## config.mk

```make
export PLATFORM = sky130hd
export DESIGN_NAME = cnt_ld_sched
export DESIGN_NICKNAME = d
export VERILOG_FILES = /design/src/rtl/cnt_ld_sched.sv
export SDC_FILE = /design/constraint.sdc
export NUM_CORES = 1
export LEC_CHECK = 0
export CAP_MARGIN = 10
export CORE_ASPECT_RATIO = 2
export CORE_MARGIN = 2
export CORE_UTILIZATION = 45
export DETAILED_ROUTE_END_ITERATION = 6
export DONT_BUFFER_PORTS = 1
export GPL_TIMING_DRIVEN = 0
export SLEW_MARGIN = 20
export SYNTH_ARGS = -nofsm -noshare
export SYNTH_HDL_FRONTEND = slang
export SYNTH_SLANG_ARGS = --single-unit
export TNS_END_PERCENT = 100
```

## constraint.sdc

```tcl
create_clock -name Clk -period 2.4 [get_ports Clk]
set_input_delay 0.6 -clock Clk [delete_from_list [all_inputs] [get_ports Clk]]
set_output_delay 0.6 -clock Clk [all_outputs]
set_load 0.02 [all_outputs]
```

## src/rtl/cnt_ld_sched.sv

```systemverilog
// Round-robin scheduler sharing one loadable up-counter among N_REQ timing clients.
// Optional abort input/aborted output are built in when CNT_LD_SCHED_ABORT_EN is defined.
module cnt_ld_sched #(
  parameter  int N_REQ = 4,
  parameter  int W     = 8,
  localparam int IDW   = $clog2(N_REQ)
) (
  input  logic               Clk,
  input  logic               reset,
  input  logic               en,
`ifdef CNT_LD_SCHED_ABORT_EN
  input  logic               abort,
  output logic               aborted,
`endif
  input  logic [N_REQ-1:0]   req,
  input  logic [N_REQ*W-1:0] len,
  output logic [N_REQ-1:0]   grant,
  output logic [N_REQ-1:0]   done,
  output logic               busy,
  output logic [IDW-1:0]     cur_id,
  output logic [W-1:0]       q
);

  // Handshake: req[i] is a level held by the client until done[i] pulses;
  // grant[i] marks the single LOAD cycle in which len[i] has already been latched.

  typedef enum logic [1:0] {
    S_IDLE  = 2'd0,
    S_LOAD  = 2'd1,
    S_COUNT = 2'd2,
    S_DONE  = 2'd3
  } state_t;

  localparam logic [IDW:0]     NREQ_V = (IDW+1)'(N_REQ);
  localparam logic [N_REQ-1:0] ONE_V  = N_REQ'(1);

  state_t         state_q, state_d;
  logic [IDW-1:0] rr_q, rr_d;
  logic [IDW-1:0] cur_id_q, cur_id_d;
  logic [W-1:0]   len_lat_q, len_lat_d;
  logic [W-1:0]   q_q, q_d;

  logic [N_REQ-1:0] req_rot;
  logic             pick_found;
  logic [IDW:0]     pick_off;
  logic [IDW:0]     pick_sum;
  logic [IDW-1:0]   pick_id;
  logic [W-1:0]     len_sel;
  logic [IDW:0]     rr_inc;
  logic [IDW-1:0]   next_rr;

`ifdef CNT_LD_SCHED_ABORT_EN
  logic aborted_q, aborted_d;
`endif

  // req_rot[i] corresponds to requester (rr_q + i) mod N_REQ.
  always_comb begin
    req_rot    = N_REQ'({req, req} >> rr_q);
    pick_found = 1'b0;
    pick_off   = '0;
    for (int i = 0; i < N_REQ; i++) begin
      if (!pick_found && req_rot[i]) begin
        pick_found = 1'b1;
        pick_off   = (IDW+1)'(i);
      end
    end
    pick_sum = {1'b0, rr_q} + pick_off;
    if (pick_sum >= NREQ_V) begin
      pick_sum = pick_sum - NREQ_V;
    end
    pick_id = pick_sum[IDW-1:0];
  end

  always_comb begin
    len_sel = '0;
    for (int i = 0; i < N_REQ; i++) begin
      if (pick_id == IDW'(i)) begin
        len_sel = len[i*W +: W];
      end
    end
  end

  always_comb begin
    rr_inc = {1'b0, cur_id_q} + (IDW+1)'(1);
    if (rr_inc == NREQ_V) begin
      next_rr = '0;
    end else begin
      next_rr = rr_inc[IDW-1:0];
    end
  end

  always_comb begin
    state_d   = state_q;
    rr_d      = rr_q;
    cur_id_d  = cur_id_q;
    len_lat_d = len_lat_q;
    q_d       = q_q;
`ifdef CNT_LD_SCHED_ABORT_EN
    aborted_d = 1'b0;
`endif
    unique case (state_q)
      S_IDLE: begin
        if (pick_found) begin
          cur_id_d  = pick_id;
          len_lat_d = len_sel;
          state_d   = S_LOAD;
        end
      end
      S_LOAD: begin
        q_d     = '0;
        state_d = S_COUNT;
      end
      S_COUNT: begin
        if (en) begin
          if (q_q == len_lat_q) begin
            state_d = S_DONE;
          end else begin
            q_d = q_q + W'(1);
          end
        end
      end
      S_DONE: begin
        rr_d    = next_rr;
        state_d = S_IDLE;
      end
      default: state_d = S_IDLE;
    endcase
`ifdef CNT_LD_SCHED_ABORT_EN
    // Abort overrides en and the terminal-count test; the client loses its turn.
    if (abort && (state_q == S_LOAD || state_q == S_COUNT)) begin
      state_d   = S_IDLE;
      q_d       = '0;
      rr_d      = next_rr;
      aborted_d = 1'b1;
    end
`endif
  end

  always_ff @(posedge Clk or posedge reset) begin
    if (reset) begin
      state_q   <= S_IDLE;
      rr_q      <= '0;
      cur_id_q  <= '0;
      len_lat_q <= '0;
      q_q       <= '0;
    end else begin
      state_q   <= state_d;
      rr_q      <= rr_d;
      cur_id_q  <= cur_id_d;
      len_lat_q <= len_lat_d;
      q_q       <= q_d;
    end
  end

`ifdef CNT_LD_SCHED_ABORT_EN
  always_ff @(posedge Clk or posedge reset) begin
    if (reset) begin
      aborted_q <= 1'b0;
    end else begin
      aborted_q <= aborted_d;
    end
  end

  assign aborted = aborted_q;
`endif

  assign grant  = (state_q == S_LOAD) ? (ONE_V << cur_id_q) : '0;
  assign done   = (state_q == S_DONE) ? (ONE_V << cur_id_q) : '0;
  assign busy   = (state_q != S_IDLE);
  assign cur_id = cur_id_q;
  assign q      = q_q;

endmodule

```

==> results.ini <==
[cells_and_area]
final_cells = 236
regArea_um2 = 550.5
areaGrowthSynthToFinish_pct = 15.07
fin_nets = 239
diodes = 0
drive_above_1_share_pct = 15.51
multiInputGateArea_um2 = 1127
nFillCells = 339

[yosys]
ys_types = 30
synth_cells = 177
ys_top_cells_by_area = dfrtp_1 (33%), mux2i_1 (10%), ha_1 (8.2%), nor2b_1 (6.3%), xnor2_1 (5.2%)
ys_seq_elements = 22
ys_seq_area_share_pct = 32.67
syn_avg_cell_area_um2 = 9.522
synthFlopType = dfrtp_1
synth.most_common_cell = dfrtp_1
postSynth.asyncResetShare_pct = 100.0
yosysTopAreaCellShare_pct = 32.67
yosys_warnings = 0
syn_nets = 227
synth_common_cells = dfrtp_1 (22), mux2i_1 (17), nand2_1 (17), nor2b_1 (17), nor2_1 (13)
synth_edf_count = 0
synth_area_um2 = 1685
synth_top_cell_by_area = dfrtp_1

[drt]
dr.pass1.iters = 4
wirelength_um = 3850
postRouteAntennaNets = 0
drtIter0Drc = 25
drc = 0
wl_per_cell_um = 16.31
viasPerCell = 5.538
vias = 1307

[placed_design]
hpwl_um = 3018
gp_congestion = 0.7319
dpl_worst_slack_ns = -0.2861
placed_cells = 226
portBuffers = 0

[critical_path]
cpMaxStageDelayCell = dfrtp_1
crit_buf_inv = 2
worstPathCellList = buf_6, nor3_4, a31oi_2, nor2_1, a21oi_2, o221ai_2, ha_2, xnor2_4, xnor2_4, buf_6, mux2i_2, o221ai_1
critical_path_class = reg -> reg
cp-end-kind = flip-flop
required_ns = 2.52
path_max_fanout = 6
arrival_ns = 2.53
path_delay_family = compound AO/OA/AOI/OAI gates
critPathLaunchType = flip-flop
cpPeakStageDelay_ns = 0.40

[clock_network]
cts_tree = yes
cts.htree.levels = 1
path_clk_slew_ns = 0.07
numCtsBuffers = 3
hold_buffers = 0
cts_max_path_buffers = 2
cts_num_sinks = 22
clk_latency_ns = 0.25
cts_root_buf = clkbuf_8

[flow_run]
cap_violations = 0

[die]
die_area_um2 = 4281
fp-row-count = 31
die_h_um = 90.55
die_w_um = 47.28
coreArea_um2 = 3607
ios = 58
start_util_pct = 46.72

[grt]
grt_pass1_wl_um = 5809
grtUsageTotal_pct = 18.12
gr-total-overflow = 0
grt_max_degree = 23
antenna_found_initial = 0
grt_pass1_vias = 1323

[status]
failed_checks = setup timing
status = finished, violations left

[sta]
max_clock_freq_ghz = 0.4140
setup_viol = 1
period_share_pct = 100.6
holdWs_ns = 0.3803
finalHoldViolations = 0
rsz0062_at_grt = yes
worst_slew_pin_slew_ns = 0.8005
fin_crit_ns = 2.415
clock_skew_ns = 0.003065
finalWorstSetupSlack_ns = -0.01549
slew_headroom_pct = 46.57
fin_setup_tns_ns = -0.01549
slew_viol_final = 0

[power_and_ir_drop]
irDropWorstVdd_mv = 0.7252
leakage_nw = 0.8478
design_power_total_w = 0.002992
power_density_nw_per_um2 = 1543

[min_path]
hold_path.class = in -> async

power by group:
group	switching (W)	internal, W	total [W]
registers	0.000230	0.000520	0.000750
clock network	0.000104	0.000112	0.000216
logic	0.000977	0.00105	0.00203
what timing repair did:
| action | CTS | global route |
|---|---|---|
| pin swaps | 3 | 3 |
| resized for setup | 4 | 5 |
| cloned | 0 | 2 |
| endpoints found under the setup margin | 9 | 8 |
| setup buffers | 3 | 3 |
placed cells by master (no fill, tap or decap), drive strengths merged, types with 2 or more instances in the layout:
master | netlist | final
o221ai | 9 | 9
mux2 | 4 | 4
dfrtp | 22 | 22
xor2 | 5 | 5
nor2b | 17 | 17
inv | 8 | 8
nor2 | 13 | 13
nand2 | 17 | 17
clkbuf | 4 | 7
nand2b | 4 | 4
xnor2 | 11 | 11
buf | 2 | 9
o22a | 3 | 3
and3 | 2 | 2
mux2i | 17 | 17
ha | 11 | 11
o21ai | 4 | 4
o22ai | 2 | 2
and2 | 8 | 8
nand4 | 6 | 6
cell families after synthesis:
group | count (synthesis) | synth area share, %
adder cells (fa/ha/maj) | 11 | 8.166
buffers and inverters | 14 | 4.009
flip-flops | 22 | 32.67
AO/OA/AOI/OAI | 23 | 11.29
XOR/XNOR | 16 | 9.428
multiplexers | 21 | 12.77
AND/OR/NAND/NOR | 70 | 21.68
through the flow:
step / instance area (µm²) / utilization [%]
after floorplan: 1724 / -
after global placement: 1785 / 49.50
after detailed placement: 1785 / 49.50
after CTS: 1861 / 51.58
after global routing: 1939 / 53.76
final: 1939 / 53.76
worst register-to-register path, stage by stage, from the launching register on:
cell and delay (ns):
dfrtp_1 0.40, buf_6 0.14, nor3_4 0.04, a31oi_2 0.14, nor2_1 0.08, a21oi_2 0.14
o221ai_2 0.11, ha_2 0.23, xnor2_4 0.15, xnor2_4 0.28, buf_6 0.18, mux2i_2 0.24
o221ai_1 0.14
layout make-up:
type,count,area share (%)
multi-input combinational,141,58.13
sequential,22,28.39
timing repair buffer,8,4.065
tap,49,3.161
inverter,8,2.194
clock buffer,3,2.129
buffer,5,1.935
final timing paths:
check,slack (ns),cells after the start,end,from
setup / recovery,-0.02,12,len_lat_q[3]$_DFFE_PP0P_,rr_q[0]$_DFFE_PP0P_
hold / removal,0.38,1,state_q[0]$_DFFE_PP0P_,reset
setup reg to reg,-0.02,12,len_lat_q[3]$_DFFE_PP0P_,rr_q[0]$_DFFE_PP0P_
hold reg to reg,0.52,2,len_lat_q[7]$_DFFE_PP0P_,len_lat_q[7]$_DFFE_PP0P_
max in group asynchronous,1.52,1,len_lat_q[0]$_DFFE_PP0P_,reset
min in group Clk,0.52,2,len_lat_q[7]$_DFFE_PP0P_,len_lat_q[7]$_DFFE_PP0P_
metal layers:
metal | GRT usage [%] | share of wire [%]
met4 | 5.324 | 1.3
met3 | 2.600 | 4.2
met1 | 20.00 | 35
met5 | 0 | 0
met2 | 32.77 | 59
flip-flops by register name, summed over array words and instances, names as in the netlist:
register	flops
state_q	2
rr_q	2
len_lat_q	8
cur_id	2
q	8
(Power assumes the default switching activity.)
